**src/rtl/rv_shm_axil_port_if.sv**
```systemverilog
// AXI4-Lite bundle between the host interconnect and the shared-memory port.
// Signal names match the bus pins so both sides read like the AXI channel list.
interface rv_shm_axil_port_if #(
    parameter int ADDR_WIDTH = 6,
    parameter int NUM_COL    = 4,
    parameter int COL_WIDTH  = 8
);
    logic [ADDR_WIDTH+1:0]          s_awaddr;
    logic                           s_awvalid;
    logic                           s_awready;
    logic [NUM_COL*COL_WIDTH-1:0]   s_wdata;
    logic [NUM_COL-1:0]             s_wstrb;
    logic                           s_wvalid;
    logic                           s_wready;
    logic [1:0]                     s_bresp;
    logic                           s_bvalid;
    logic                           s_bready;
    logic [ADDR_WIDTH+1:0]          s_araddr;
    logic                           s_arvalid;
    logic                           s_arready;
    logic [NUM_COL*COL_WIDTH-1:0]   s_rdata;
    logic [1:0]                     s_rresp;
    logic                           s_rvalid;
    logic                           s_rready;

    modport master (
        output s_awaddr, s_awvalid, s_wdata, s_wstrb, s_wvalid,
        output s_bready, s_araddr, s_arvalid, s_rready,
        input  s_awready, s_wready, s_bresp, s_bvalid,
        input  s_arready, s_rdata, s_rresp, s_rvalid
    );

    modport slave (
        input  s_awaddr, s_awvalid, s_wdata, s_wstrb, s_wvalid,
        input  s_bready, s_araddr, s_arvalid, s_rready,
        output s_awready, s_wready, s_bresp, s_bvalid,
        output s_arready, s_rdata, s_rresp, s_rvalid
    );
endinterface

```
**src/rtl/rv_shm_axil_port.sv**
```systemverilog
// AXI4-Lite slave driving port B of the RV32/host shared memory.
// Define RV_SHM_AXIL_DOORBELL_EN to add the irq mailbox doorbell.
module rv_shm_axil_port #(
    parameter int ADDR_WIDTH = 6,
    parameter int NUM_COL    = 4,
    parameter int COL_WIDTH  = 8
) (
    input  logic                          clk,
    input  logic                          reset,
    rv_shm_axil_port_if.slave             s,
    output logic                          shm_ena,
    output logic [NUM_COL-1:0]            shm_we,
    output logic [ADDR_WIDTH-1:0]         shm_addr,
    output logic [NUM_COL*COL_WIDTH-1:0]  shm_din,
    input  logic [NUM_COL*COL_WIDTH-1:0]  shm_dout
`ifdef RV_SHM_AXIL_DOORBELL_EN
    ,
    output logic                          irq
`endif
);
    localparam int DW = NUM_COL * COL_WIDTH;

    localparam logic [2:0] IDLE  = 3'd0;
    localparam logic [2:0] WACC  = 3'd1;
    localparam logic [2:0] BRESP = 3'd2;
    localparam logic [2:0] RACC  = 3'd3;
    localparam logic [2:0] RCAP  = 3'd4;
    localparam logic [2:0] RRESP = 3'd5;

    logic [2:0]    state_q, state_d;
    logic          last_rd_q, last_rd_d;
    logic          rvalid_q, rvalid_d;
    logic [DW-1:0] rdata_q, rdata_d;
    logic          wr_pend, rd_pend;

    // Byte-offset bits carry no meaning for word access.
    logic unused_addr_lsbs;
    assign unused_addr_lsbs = ^{s.s_awaddr[1:0], s.s_araddr[1:0]};

    assign wr_pend = s.s_awvalid && s.s_wvalid;
    assign rd_pend = s.s_arvalid;

    always_comb begin
        state_d   = state_q;
        last_rd_d = last_rd_q;
        rvalid_d  = rvalid_q;
        rdata_d   = rdata_q;
        unique case (state_q)
            IDLE: begin
                // On a tie, alternate so neither direction starves.
                if (wr_pend && rd_pend)
                    state_d = last_rd_q ? WACC : RACC;
                else if (wr_pend)
                    state_d = WACC;
                else if (rd_pend)
                    state_d = RACC;
            end
            WACC: begin
                last_rd_d = 1'b0;
                state_d   = BRESP;
            end
            BRESP: begin
                if (s.s_bready)
                    state_d = IDLE;
            end
            RACC: begin
                last_rd_d = 1'b1;
                state_d   = RCAP;
            end
            RCAP: begin
                rdata_d  = shm_dout;
                rvalid_d = 1'b1;
                state_d  = RRESP;
            end
            RRESP: begin
                if (s.s_rready) begin
                    rvalid_d = 1'b0;
                    state_d  = IDLE;
                end
            end
            default: state_d = IDLE;
        endcase
    end

    always_ff @(posedge clk) begin
        if (reset) begin
            state_q   <= IDLE;
            last_rd_q <= 1'b0;
            rvalid_q  <= 1'b0;
            rdata_q   <= '0;
        end else begin
            state_q   <= state_d;
            last_rd_q <= last_rd_d;
            rvalid_q  <= rvalid_d;
            rdata_q   <= rdata_d;
        end
    end

    assign s.s_awready = (state_q == WACC);
    assign s.s_wready  = (state_q == WACC);
    assign s.s_bvalid  = (state_q == BRESP);
    assign s.s_bresp   = 2'b00;
    assign s.s_arready = (state_q == RACC);
    assign s.s_rvalid  = rvalid_q;
    assign s.s_rdata   = rdata_q;
    assign s.s_rresp   = 2'b00;

    assign shm_ena  = (state_q == WACC) || (state_q == RACC);
    assign shm_we   = (state_q == WACC) ? s.s_wstrb : '0;
    assign shm_addr = (state_q == RACC) ? s.s_araddr[ADDR_WIDTH+1:2]
                                        : s.s_awaddr[ADDR_WIDTH+1:2];
    assign shm_din  = s.s_wdata;

`ifdef RV_SHM_AXIL_DOORBELL_EN
    logic irq_q, irq_d;

    // Top word is the mailbox; lane 0 carries the post flag.
    assign irq_d = (state_q == WACC) && (&s.s_awaddr[ADDR_WIDTH+1:2])
                   && s.s_wstrb[0];

    always_ff @(posedge clk) begin
        if (reset)
            irq_q <= 1'b0;
        else
            irq_q <= irq_d;
    end

    assign irq = irq_q;
`endif
endmodule

```
**src/flat_wrapper.sv**
```systemverilog
// flat-port wrapper written by rule: the top's interface ports become plain ports
module rv_shm_axil_port_flat 
#(
    parameter int ADDR_WIDTH = 6,
    parameter int NUM_COL    = 4,
    parameter int COL_WIDTH  = 8
)
  (clk, reset, shm_ena, shm_we, shm_addr, shm_din, shm_dout, s_s_awaddr, s_s_awvalid, s_s_wdata, s_s_wstrb, s_s_wvalid, s_s_bready, s_s_araddr, s_s_arvalid, s_s_rready, s_s_awready, s_s_wready, s_s_bresp, s_s_bvalid, s_s_arready, s_s_rdata, s_s_rresp, s_s_rvalid);
  rv_shm_axil_port_if #(.ADDR_WIDTH(ADDR_WIDTH), .NUM_COL(NUM_COL), .COL_WIDTH(COL_WIDTH)) s_i ();
  input  logic clk;
  input  logic reset;
  output logic shm_ena;
  output logic [NUM_COL-1:0] shm_we;
  output logic [ADDR_WIDTH-1:0] shm_addr;
  output logic [NUM_COL*COL_WIDTH-1:0] shm_din;
  input  logic [NUM_COL*COL_WIDTH-1:0] shm_dout;
  input wire logic [$bits(s_i.s_awaddr)-1:0] s_s_awaddr;
  input wire logic [$bits(s_i.s_awvalid)-1:0] s_s_awvalid;
  input wire logic [$bits(s_i.s_wdata)-1:0] s_s_wdata;
  input wire logic [$bits(s_i.s_wstrb)-1:0] s_s_wstrb;
  input wire logic [$bits(s_i.s_wvalid)-1:0] s_s_wvalid;
  input wire logic [$bits(s_i.s_bready)-1:0] s_s_bready;
  input wire logic [$bits(s_i.s_araddr)-1:0] s_s_araddr;
  input wire logic [$bits(s_i.s_arvalid)-1:0] s_s_arvalid;
  input wire logic [$bits(s_i.s_rready)-1:0] s_s_rready;
  output wire logic [$bits(s_i.s_awready)-1:0] s_s_awready;
  output wire logic [$bits(s_i.s_wready)-1:0] s_s_wready;
  output wire logic [$bits(s_i.s_bresp)-1:0] s_s_bresp;
  output wire logic [$bits(s_i.s_bvalid)-1:0] s_s_bvalid;
  output wire logic [$bits(s_i.s_arready)-1:0] s_s_arready;
  output wire logic [$bits(s_i.s_rdata)-1:0] s_s_rdata;
  output wire logic [$bits(s_i.s_rresp)-1:0] s_s_rresp;
  output wire logic [$bits(s_i.s_rvalid)-1:0] s_s_rvalid;
  assign s_i.s_awaddr = s_s_awaddr;
  assign s_i.s_awvalid = s_s_awvalid;
  assign s_i.s_wdata = s_s_wdata;
  assign s_i.s_wstrb = s_s_wstrb;
  assign s_i.s_wvalid = s_s_wvalid;
  assign s_i.s_bready = s_s_bready;
  assign s_i.s_araddr = s_s_araddr;
  assign s_i.s_arvalid = s_s_arvalid;
  assign s_i.s_rready = s_s_rready;
  assign s_s_awready = s_i.s_awready;
  assign s_s_wready = s_i.s_wready;
  assign s_s_bresp = s_i.s_bresp;
  assign s_s_bvalid = s_i.s_bvalid;
  assign s_s_arready = s_i.s_arready;
  assign s_s_rdata = s_i.s_rdata;
  assign s_s_rresp = s_i.s_rresp;
  assign s_s_rvalid = s_i.s_rvalid;
  rv_shm_axil_port #(.ADDR_WIDTH(ADDR_WIDTH), .NUM_COL(NUM_COL), .COL_WIDTH(COL_WIDTH)) u_core (.clk(clk), .reset(reset), .s(s_i), .shm_ena(shm_ena), .shm_we(shm_we), .shm_addr(shm_addr), .shm_din(shm_din), .shm_dout(shm_dout));
endmodule
```
**config.mk**
```make
export PLATFORM = sky130hd
export DESIGN_NAME = rv_shm_axil_port_flat
export DESIGN_NICKNAME = d
export VERILOG_FILES = /design/src/rtl/rv_shm_axil_port_if.sv /design/src/rtl/rv_shm_axil_port.sv /design/src/flat_wrapper.sv
export SDC_FILE = /design/constraint.sdc
export NUM_CORES = 1
export LEC_CHECK = 0
export ABC_AREA = 1
export ABC_CLOCK_PERIOD_IN_PS = 2900
export BUFFER_PORTS_ARGS = -buffer_cell sky130_fd_sc_hd__buf_2
export CORE_MARGIN = 1
export CORE_UTILIZATION = 40
export CTS_BUF_LIST = sky130_fd_sc_hd__clkbuf_4 sky130_fd_sc_hd__clkbuf_8
export CTS_CLUSTER_SIZE = 20
export DETAILED_ROUTE_END_ITERATION = 8
export PLACE_DENSITY = 0.87
export SYNTH_ARGS = -nofsm -noshare
export SYNTH_HDL_FRONTEND = slang
export SYNTH_SLANG_ARGS = --single-unit
```
**constraint.sdc**
```tcl
create_clock -name clk -period 2.9 [get_ports clk]
set_input_delay 0.58 -clock clk [delete_from_list [all_inputs] [get_ports clk]]
set_output_delay 0.58 -clock clk [all_outputs]
set_load 0.02 [all_outputs]
```
; ---- After elaboration in Yosys (flattened, before gate mapping)
; Index checks and enable logic that the tools add are counted.
[op_classes]
n_eq_ne = 8
n_mux = 12
reduce_logical = 8
[op_table]
columns = op, count
row1 = case mux 3 bit (6 select lines), 1
row2 = 2-to-1 mux 3 bit, 5
row3 = equality test 3 x 2 -> 1 bit (second input constant), 2
row4 = equality test 3 bit (second input constant), 2
row5 = 2-to-1 mux 6 bit, 1
row6 = 2-to-1 mux 4 bit, 1
row7 = != test 2 bit (second input constant), 2
row8 = != test 4 x 2 -> 1 bit (second input constant), 1
row9 = case mux 1 bit (2 select lines), 2
row10 = nonzero test 2 bit, 2
row11 = equality test 3 x 1 -> 1 bit (second input constant), 1
row12 = zero test 3 bit, 1
row13 = AND reduction 3 bit, 1
row14 = logical AND 1 bit, 2
row15 = 2-to-1 mux 2 bit, 1
row16 = AND reduction 2 bit, 1
row17 = logical OR 1 bit, 1
row18 = 2-to-1 mux 1 bit, 1
[word_totals]
reg_bits = 37
input_bits = 91
out_inout_bits = 84
elab_cells = 32

; ---- Longest topological paths before layout
; Gate-level depths: netlist of the first run.
[depth]
ltp_word = 4
ltp_mapped = 7
depth_no_buf = 7

; ---- Least setup slack after synthesis of the first run
; Ideal clock, no wire load.
[synth_timing]
path_type = reg-to-output
start = register u_core.state_q[0]
end = output port shm_addr[0]
arrival_ns = 1.255
required_ns = 2.320
path_slack_ns = 1.065
stages_incl_launch_ff = 7
n_path_buf = 0
cell_sequence = dfxtp_1 inv_1 nor2_4 nand2_2 inv_1 nand2_1 nand2_1
[synth_between]
elab_chain_len = 2
[synth_lines]
columns = element, line_no
row1 = from (decl), rv_shm_axil_port.sv:30  ; logic [2:0] state_q, state_d;
row2 = from (signal assigned), rv_shm_axil_port.sv:92  ; state_q <= state_d;
row3 = equality test 3 x 2 -> 1 bit, -
row4 = named net s_s_arready, flat_wrapper.sv:30  ; output wire logic [$bits(s_i.s_arready)-1:0] s_s_arready;
row5 = 2-to-1 mux 6 bit, rv_shm_axil_port.sv:110  ; assign shm_addr = (state_q == RACC) ? s.s_araddr[ADDR_WIDTH+1:2]
row6 = to (decl), flat_wrapper.sv:14  ; output logic [ADDR_WIDTH-1:0] shm_addr;
; The timed path passes the listed nets, and every way through them passes these cells.

; ---- Worst setup path in the final report of the first run
[layout_timing]
start = register u_core.state_q[0]
end = output port shm_addr[4]
[layout_between]
elab_chain_len = 2
[layout_lines]
columns = element, line_no
row1 = equality test 3 x 2 -> 1 bit, rv_shm_axil_port.sv:110
row2 = 2-to-1 mux 6 bit, rv_shm_axil_port.sv:110
; No other way between the ends.

==> impl_metrics.env, run 1 <==
export IMPL_status="finished clean"
export IMPL_r2r_setup_slack_ns=1.58
export IMPL_fp_dieArea_mm2=0.00468
export IMPL_p_int_w=0.00110
export IMPL_slew_violations=0
export IMPL_layout_drive_gt1_share_pct=37.1
export IMPL_area_delta_synth_final_pct=21.2
export IMPL_peakVddDrop_v=0.000348
export IMPL_clock_sinks=37
export IMPL_grt_pass1_vias=1263
export IMPL_reg2reg_depth=5
export IMPL_cts_reportedPaths_clkPinSlew_ns=0.07
export IMPL_grt_use_total_pct=15.2
export IMPL_synth_area_mm2=0.00176
export IMPL_leakage_nw=1.14
export IMPL_final_area_mm2=0.00214
export IMPL_finalSetupTns_ns=0
export IMPL_power_density_mw_per_mm2=812
export IMPL_hold_depth=2
export IMPL_clock_fmax_mhz=477
export IMPL_cts_tree="built"
export IMPL_rsz0062_at_grt="no"
export IMPL_yosysTopAreaCellShare_pct=42.0
export IMPL_netSwitchingPower_w=0.000639
export IMPL_port_buffers=102
export IMPL_clkPwrFrac_pct=26.7
export IMPL_cts_root_buffer="clkbuf_8"
export IMPL_postRouteAntennaNets=0
export IMPL_drv_cap=0
export IMPL_gp_congestion=0.868
export IMPL_skew_ns=0.00805
export IMPL_synth_distinct_cells=21
export IMPL_cts_buffers=5
export IMPL_grt_max_degree=36
export IMPL_hold_buffers=0
export IMPL_htreeDepth=2
export IMPL_grt_pass1_wl_um=5270
export IMPL_antenna_cells=0
export IMPL_hold_end="u_core.s.s_rdata[23]"
export IMPL_timing_rr_start="u_core.state_q[1]"
export IMPL_ys_warnings_count=0
export IMPL_cp_start_kind="register"
export IMPL_worstSetupEndpointType="output pin"
export IMPL_switching_share_pct=36.8
export IMPL_post_cts_buffers=0
export IMPL_drcViolationCount=0
export IMPL_clk_latency_ns=0.28
export IMPL_p_seq_share_pct=37.4
export IMPL_max_slew_margin_pct=43.0
export IMPL_dpl_hpwl_um=2730
export IMPL_finalCritPeriodShare_pct=72.3
export IMPL_start_util_pct=42.9
export IMPL_drt_iter0_markers=49
export IMPL_cp_max_fo=8
export IMPL_worst_hold_startpoint="u_core.s.s_rdata[23]"
export IMPL_core_area_mm2=0.00412
export IMPL_min_path_type="register to register"
export IMPL_seq_area_frac_synth_pct=42.0
export IMPL_grt_overflow=0
export IMPL_wl_per_cell_um=10.4
export IMPL_syn_avg_cell_area_um2=7.14
export IMPL_combinationalPowerShare_pct=35.9
export IMPL_postSynthCellCount=247
export IMPL_timing_rr_end="u_core.s.s_rdata[27]"
export IMPL_path_class="register to output pin"
export IMPL_finalHoldViolations=0
export IMPL_routed_via_count=1651
export IMPL_min_period_ns=2.10
export IMPL_die_w_um=68.4
export IMPL_synth_largest_area_cell="dfxtp_1"
export IMPL_critical_path_arrival_ns=1.52
export IMPL_row_count=23
export IMPL_routed_via_density=4.52
export IMPL_finalNetCount=405
export IMPL_die_h_um=68.4
export IMPL_place_area_mm2=0.00202
export IMPL_synth_seq_cells=37
export IMPL_cts_buffer_depth=2
export IMPL_worst_slew_pin_slew_ns=0.854
export IMPL_setup_violations=0
export IMPL_routed_wl_um=3800
export IMPL_cts_resized=0
export IMPL_required_ns=2.32
export IMPL_ios=175
export IMPL_drt_pass1_iter_count=4
export IMPL_yosys_top_cells_area="dfxtp_1, nor2_1, buf_4, o21ai_0, nand2_1"
export IMPL_antenna_found_initial=0
cells by family after synthesis:
| kind of cell | after synthesis | synth area share, % |
|---|---|---|
| and+or+nand+nor | 113 | 25.2 |
| buffers and inverters | 59 | 22.0 |
| AOI/OAI and AO/OA | 37 | 10.6 |
| DFF | 37 | 42.0 |
| other | 1 | 0.213 |
final cells by class:
class / count / area [um^2]
fillers: 409 / 1980
flip-flops and latches: 37 / 741
multi-input cells: 154 / 647
repair buffers: 103 / 518
clock buffers: 7 / 90.1
well taps: 50 / 62.6
inverters: 13 / 50.0
clock inverters: 1 / 30.0
worst max-delay path, cell delays in order (launching register included):
cell and delay (ns):
dfxtp_1 0.40, inv_1 0.12, nor2_4 0.13, nand2_2 0.13
inv_1 0.19, nand2_1 0.07, nand2_1 0.06, buf_2 0.15
through the flow:
stage | total power, W | utilization, % | cells | hold WS (ns) | setup slack (ns)
final | 0.00174 | 52.0 | 365 | 0.479 | 0.804
after global routing | 0.00185 | 52.0 | 365 | 0.485 | 0.636
after CTS | 0.00175 | 52.0 | 365 | 0.480 | 0.779
after detailed placement | 0.00129 | 49.0 | 357 | 0.467 | 1.10
after global placement | 0.00127 | 49.0 | 357 | 0.446 | 1.14
after floorplan | 0.00117 | - | 250 | 0.478 | 1.07
routing by layer:
metal	track usage (%)	wire length (um)
met1	16.0	1610
met3	6.00	345
met2	26.7	1800
met4	6.25	52
met5	0	0
registers in the layout, indices dropped and copies added (netlist names):
| signal | cells |
|---|---|
| u_core.s.s_rvalid | 1 |
| u_core.s.s_rdata | 32 |
| u_core.state_q | 3 |
| u_core.last_rd_q | 1 |
power by group through the flow:
stage | Combinational (W) | Clock (W) | Sequential, W
2_1_floorplan | 0.000434 | 0 | 0.000736
3_3_place_gp | 0.000615 | 0 | 0.000656
3_5_place_dp | 0.000626 | 0 | 0.000660
4_1_cts | 0.000626 | 0.000477 | 0.000649
5_1_grt | 0.000696 | 0.000496 | 0.000662
6_report | 0.000623 | 0.000464 | 0.000649
cell usage after synthesis:
cell and count:
nor2_1 78, buf_4 37, dfxtp_1 37, o21ai_0 34, nand2_1 26, inv_1 11, nand3_1 4, buf_6 3
a21oi_1 2, clkbuf_1 2, clkbuf_2 2, nand2_2 2, a31oi_1 1, buf_1 1, buf_2 1, clkinv_2 1
conb_1 1, inv_2 1, nor2_2 1, nor2_4 1, nor3_1 1
cell usage in the layout (no fill, tap or decap):
cell and count:
nand2_1 26, inv_2 1, clkbuf_4 1, buf_2 102, dfxtp_1 37, clkbuf_8 6
nor2_1 78, nor2_2 1, buf_4 1, clkinv_2 1, a21oi_1 2, o21ai_0 34
nor2_4 1, conb_1 4, nand2_2 2, nor3_1 1, nand3_1 4, inv_1 11
a31oi_1 1, bufinv_16 1
worst max path at each step:
stage | from | endpoint | slack [ns] | depth (start not counted)
floorplan | u_core.state_q[0] | shm_addr[0] | 1.07 | 6
global placement | u_core.state_q[0] | shm_addr[1] | 1.14 | 7
detailed placement | u_core.state_q[0] | shm_addr[1] | 1.10 | 7
CTS | u_core.state_q[0] | shm_addr[1] | 0.78 | 7
global route | u_core.state_q[0] | shm_addr[2] | 0.64 | 7
finish | u_core.state_q[0] | shm_addr[4] | 0.80 | 7
Power figures use the tool's default switching activity.
==> inputs of run 2 (changes only) <==
--- a/config.mk
+++ b/config.mk
@@ -6,14 +6,14 @@
 export NUM_CORES = 1
 export LEC_CHECK = 0
 export ABC_AREA = 1
-export ABC_CLOCK_PERIOD_IN_PS = 2900
+export ABC_CLOCK_PERIOD_IN_PS = 2100
 export BUFFER_PORTS_ARGS = -buffer_cell sky130_fd_sc_hd__buf_2
 export CORE_MARGIN = 1
-export CORE_UTILIZATION = 40
+export CORE_UTILIZATION = 37
 export CTS_BUF_LIST = sky130_fd_sc_hd__clkbuf_4 sky130_fd_sc_hd__clkbuf_8
 export CTS_CLUSTER_SIZE = 20
 export DETAILED_ROUTE_END_ITERATION = 8
-export PLACE_DENSITY = 0.87
+export PLACE_DENSITY = 0.82
 export SYNTH_ARGS = -nofsm -noshare
 export SYNTH_HDL_FRONTEND = slang
 export SYNTH_SLANG_ARGS = --single-unit
==> constraint.sdc (replaced) <==
create_clock -name clk -period 2.1 [get_ports clk]
set_input_delay 0.42 -clock clk [delete_from_list [all_inputs] [get_ports clk]]
set_output_delay 0.42 -clock clk [all_outputs]
set_load 0.02 [all_outputs]
==> impl_metrics.env, run 2 (synthesized netlist as in run 1, its figures left out) <==
export IMPL_required_ns=1.68
export IMPL_finalHoldViolations=0
export IMPL_row_count=24
export IMPL_path_cells="inv_1 -> nor2_4 -> nand2_2 -> inv_1 -> nand2_1 -> nand2_1 -> buf_2"
export IMPL_cp_start_kind="register"
export IMPL_die_w_um=71.1
export IMPL_path_class="register to output pin"
export IMPL_drt_pass1_iter_count=6
export IMPL_grt_max_degree=35
export IMPL_clock_sinks=37
export IMPL_ios=175
export IMPL_power_density_mw_per_mm2=1070
export IMPL_grt_pass1_vias=1548
export IMPL_worst_path_buf_inv=3
export IMPL_gp_congestion=0.764
export IMPL_grt_overflow=0
export IMPL_start_util_pct=39.4
export IMPL_finalSetupTns_ns=0
export IMPL_worstSetupEndpointType="output pin"
export IMPL_routed_via_density=4.57
export IMPL_grt_pass1_wl_um=6390
export IMPL_fp_dieArea_mm2=0.00505
export IMPL_mostFrequentLayoutCells="buf_2, nor2_1, dfxtp_1"
export IMPL_drcViolationCount=12
export IMPL_clock_fmax_mhz=520
export IMPL_grt_use_total_pct=16.2
export IMPL_skew_ns=0.00608
export IMPL_post_cts_buffers=0
export IMPL_clk_latency_ns=0.29
export IMPL_routed_wl_um=3910
export IMPL_cts_buffer_depth=2
export IMPL_postRouteAntennaNets=0
export IMPL_drv_cap=0
export IMPL_slowest_delay_ns=0.38
export IMPL_fill_cells=459
export IMPL_power_w=0.00227
export IMPL_cts_root_buffer="clkbuf_8"
export IMPL_dpl_hpwl_um=2810
export IMPL_core_area_mm2=0.00447
export IMPL_drt_iter0_markers=57
export IMPL_critPathTopFamily="buffers and inverters"
export IMPL_antenna_found_initial=0
export IMPL_critical_path_arrival_ns=1.50
export IMPL_die_h_um=71.1
export IMPL_cts_tree="built"
export IMPL_final_common_cell="buf_2"
export IMPL_final_area_mm2=0.00212
export IMPL_slew_violations=0
export IMPL_place_area_mm2=0.00203
export IMPL_routed_via_count=1680
export IMPL_antenna_cells=0
export IMPL_layout_drive_gt1_share_pct=37.3
export IMPL_wl_per_cell_um=10.6
export IMPL_min_period_ns=1.92
export IMPL_slowest_stage="dfxtp_1"
export IMPL_setup_violations=0
export IMPL_hold_buffers=0
export IMPL_finalCritPeriodShare_pct=91.5
export IMPL_cp_max_fo=8
export IMPL_rsz0062_at_grt="no"
export IMPL_cts_reportedPaths_clkPinSlew_ns=0.08
export IMPL_peakVddDrop_v=0.000418
export IMPL_finalNetCount=406
export IMPL_largest_reg_flops=32
export IMPL_htreeDepth=2
export IMPL_violations="DRC"
export IMPL_cts_resized=0
export IMPL_port_buffers=102
export IMPL_status="finished with violations"
export IMPL_min_path_type="input port to register"
export IMPL_leakage_nw=1.14
export IMPL_area_delta_synth_final_pct=20.4
export IMPL_cts_buffers=5
## run 2: cell count changes in the layout (fill, tap and decap cells not counted), sizes merged
| cell | previous run | this run |
|---|---|---|
| buf | 103 | 104 |
| bufinv | 1 | 0 |
| clkbuf | 7 | 6 |
| clkinv | 1 | 3 |
## run 2: routing by layer
layer  routed length (um)  track usage [%]
met1                 1570             15.4
met2                 1870             29.8
met3                  332             5.27
met4                  134             10.4
met5                    0                0
## run 2: worst reg2reg max path: cells and delay by family (launching register included)
family,cells,cell delay [ns]
AND/OR/NAND/NOR,4,0.47
buffers and inverters,1,0.34
flip-flops,1,0.42
## run 2: cell type report
cell class,instances,area [um^2],share of cell area (%)
Multi-Input combinational cell,154,647,30.4
Clock buffer,6,82.6,3.89
Tap cell,52,65.1,3.06
Sequential cell,37,741,34.9
Timing Repair Buffer,104,526,24.7
Inverter,13,50.0,2.36
Clock inverter,2,13.8,0.648
## run 2: power by group
part	leakage, nW	total [W]	internal (W)	switching (W)
clock network	0.0512	0.000520	0.000266	0.000254
registers	0.300	0.000891	0.000820	0.0000706
logic	0.786	0.000864	0.000294	0.000569
total	1.14	0.00227	0.00138	0.000894
## run 2: per-stage QoR
| stage | hold slack [ns] | util [%] | instances | worst slack (ns) |
|---|---|---|---|---|
| 2_1_floorplan | 0.478 | - | 250 | 0.425 |
| 3_3_place_gp | 0.444 | 45.3 | 360 | 0.492 |
| 3_5_place_dp | 0.454 | 45.3 | 360 | 0.451 |
| 4_1_cts | 0.305 | 47.5 | 368 | 0.131 |
| 5_1_grt | 0.309 | 47.5 | 368 | 0.0218 |
| 6_report | 0.317 | 47.5 | 368 | 0.178 |
## run 2: path summary, 6_finish.rpt
path	from	endpoint	slack (ns)	cells past startpoint
max	u_core.state_q[0]	shm_addr[1]	0.18	7
min	reset	u_core.s.s_rvalid	0.32	2
max reg2reg	u_core.state_q[1]	u_core.s.s_rdata[8]	0.77	5
min reg2reg	u_core.s.s_rvalid	u_core.s.s_rvalid	0.46	2
==> inputs of run 3 (changes only) <==
--- a/config.mk
+++ b/config.mk
@@ -7,13 +7,13 @@
 export LEC_CHECK = 0
 export ABC_AREA = 1
 export ABC_CLOCK_PERIOD_IN_PS = 2100
-export BUFFER_PORTS_ARGS = -buffer_cell sky130_fd_sc_hd__buf_2
-export CORE_MARGIN = 1
-export CORE_UTILIZATION = 37
+export CORE_AREA = 2 2 68 70
 export CTS_BUF_LIST = sky130_fd_sc_hd__clkbuf_4 sky130_fd_sc_hd__clkbuf_8
 export CTS_CLUSTER_SIZE = 20
 export DETAILED_ROUTE_END_ITERATION = 8
-export PLACE_DENSITY = 0.82
+export DIE_AREA = 0 0 70 72
+export DONT_BUFFER_PORTS = 1
+export PLACE_DENSITY = 0.55
 export SYNTH_ARGS = -nofsm -noshare
 export SYNTH_HDL_FRONTEND = slang
 export SYNTH_SLANG_ARGS = --single-unit
==> impl_metrics.env, run 3 (synthesized netlist as in run 1, its figures left out) <==
export IMPL_required_ns=1.68
export IMPL_status="finished clean"
export IMPL_drcViolationCount=0
export IMPL_min_path_type="input port to register"
export IMPL_path_class="register to output pin"
export IMPL_clock_sinks=37
export IMPL_grt_pass1_wl_um=5550
export IMPL_port_buffers=0
export IMPL_wl_per_cell_um=13.0
export IMPL_cts_buffer_depth=2
export IMPL_final_common_cell="nor2_1"
export IMPL_finalNetCount=306
export IMPL_drt_pass1_iter_count=3
export IMPL_cts_reportedPaths_clkPinSlew_ns=0.07
export IMPL_largest_reg_flops=32
export IMPL_postRouteAntennaNets=0
export IMPL_power_density_mw_per_mm2=1340
export IMPL_power_w=0.00222
export IMPL_grt_max_degree=35
export IMPL_area_delta_synth_final_pct=-6.31
export IMPL_setup_violations=0
export IMPL_final_area_mm2=0.00165
export IMPL_finalSetupTns_ns=0
export IMPL_drt_iter0_markers=41
export IMPL_cp_start_kind="register"
export IMPL_fp_dieArea_mm2=0.00504
export IMPL_cts_buffers=5
export IMPL_leakage_nw=0.691
export IMPL_mostFrequentLayoutCells="nor2_1, dfxtp_1, o21ai_0"
export IMPL_slowest_stage="dfxtp_1"
export IMPL_start_util_pct=41.4
export IMPL_cp_max_fo=8
export IMPL_htreeDepth=2
export IMPL_clk_latency_ns=0.28
export IMPL_dpl_hpwl_um=2520
export IMPL_rsz0062_at_grt="no"
export IMPL_antenna_found_initial=0
export IMPL_hold_buffers=0
export IMPL_grt_use_total_pct=13.7
export IMPL_finalHoldViolations=0
export IMPL_die_w_um=70
export IMPL_cts_tree="built"
export IMPL_wl_met1_um=1380
export IMPL_core_area_mm2=0.00426
export IMPL_ios=175
export IMPL_grt_overflow=0
export IMPL_critical_path_arrival_ns=1.52
export IMPL_worst_path_buf_inv=2
export IMPL_worstSetupEndpointType="output pin"
export IMPL_cts_root_buffer="clkbuf_8"
export IMPL_min_period_ns=1.94
export IMPL_finalCritPeriodShare_pct=92.6
export IMPL_peakVddDrop_v=0.000413
export IMPL_routed_via_count=1317
export IMPL_routed_wl_um=3480
export IMPL_routed_via_density=4.91
export IMPL_row_count=24
export IMPL_met2WireLength_um=1550
export IMPL_regArea_um2=741
export IMPL_maxUsedRoutingLayer="met4"
export IMPL_post_place_ws_ns=0.398
export IMPL_slowest_delay_ns=0.40
export IMPL_antenna_cells=0
export IMPL_layout_drive_gt1_share_pct=8.80
export IMPL_fin_ws_ns=0.156
export IMPL_die_h_um=72
export IMPL_slew_violations=0
export IMPL_cpMostUsedCell="nand2_1"
export IMPL_grt_pass1_vias=1214
export IMPL_path_cells="inv_1 -> nor2_4 -> nand2_2 -> inv_2 -> nand2_1 -> nand2_1"
export IMPL_critPathTopFamily="simple AND/OR/NAND/NOR gates"
export IMPL_place_area_mm2=0.00153
export IMPL_clock_fmax_mhz=514
export IMPL_drv_cap=0
export IMPL_multi_input_area_um2=647
export IMPL_gp_congestion=0.771
export IMPL_fill_cells=475
export IMPL_skew_ns=0.00353
export IMPL_wl_met3_um=477
==> run 3: cell count changes in the layout (fill, tap and decap cells not counted), sizes merged <==
cell	delta
buf	-100
clkinv	-2
bufinv	+1
clkbuf	+1
==> run 3: final cells by class <==
class                           count  area share, %
Sequential cell                    37           44.8
Multi-Input combinational cell    154           39.1
Clock buffer                        7           5.45
Tap cell                           52           3.94
Inverter                           13           3.03
Clock inverter                      1           1.82
Timing Repair Buffer                4           1.82
==> run 3: worst paths after layout <==
| check | startpoint | endpoint | slack, ns | cells after the start |
|---|---|---|---|---|
| worst min-delay path | reset | u_core.s.s_rvalid | 0.20 | 1 |
| worst max register to register | u_core.state_q[0] | u_core.last_rd_q | 0.65 | 5 |
| worst min register to register | u_core.last_rd_q | u_core.last_rd_q | 0.54 | 2 |
| worst max-delay path | u_core.state_q[0] | shm_addr[3] | 0.16 | 6 |
==> run 3: worst register-to-register path: stages (launching register included) <==
cell     delay [ns]
dfxtp_1        0.40
inv_1          0.12
nor2_4         0.21
nand2_1        0.17
inv_1          0.33
nor2_1         0.10
==> run 3: per-stage QoR <==
step                instances  utilization (%)  hold slack (ns)
global placement          260             35.9            0.491
floorplan                 250                -            0.478
CTS                       268             38.8            0.186
detailed placement        260             35.9            0.493
finish                    268             38.8            0.200
global route              268             38.8            0.179
==> run 3: metal layers <==
layer,track usage (%),vias up
met3,7.50,15
met4,7.05,0
met2,22.6,79
met5,0,-
met1,14.2,562
li1,-,661
==> run 3: what timing repair did <==
action | in CTS | in global routing
endpoints found under the setup margin | 0 | 6
resized for setup | 0 | 1
setup buffers | 0 | 0
==> run 3: power by group <==
group | leakage, nW | switching, W | internal [W] | total, W
Sequential | 0.300 | 0.000201 | 0.000821 | 0.00102
Clock | 0.0619 | 0.000236 | 0.000400 | 0.000636
Combinational | 0.330 | 0.000394 | 0.000163 | 0.000557
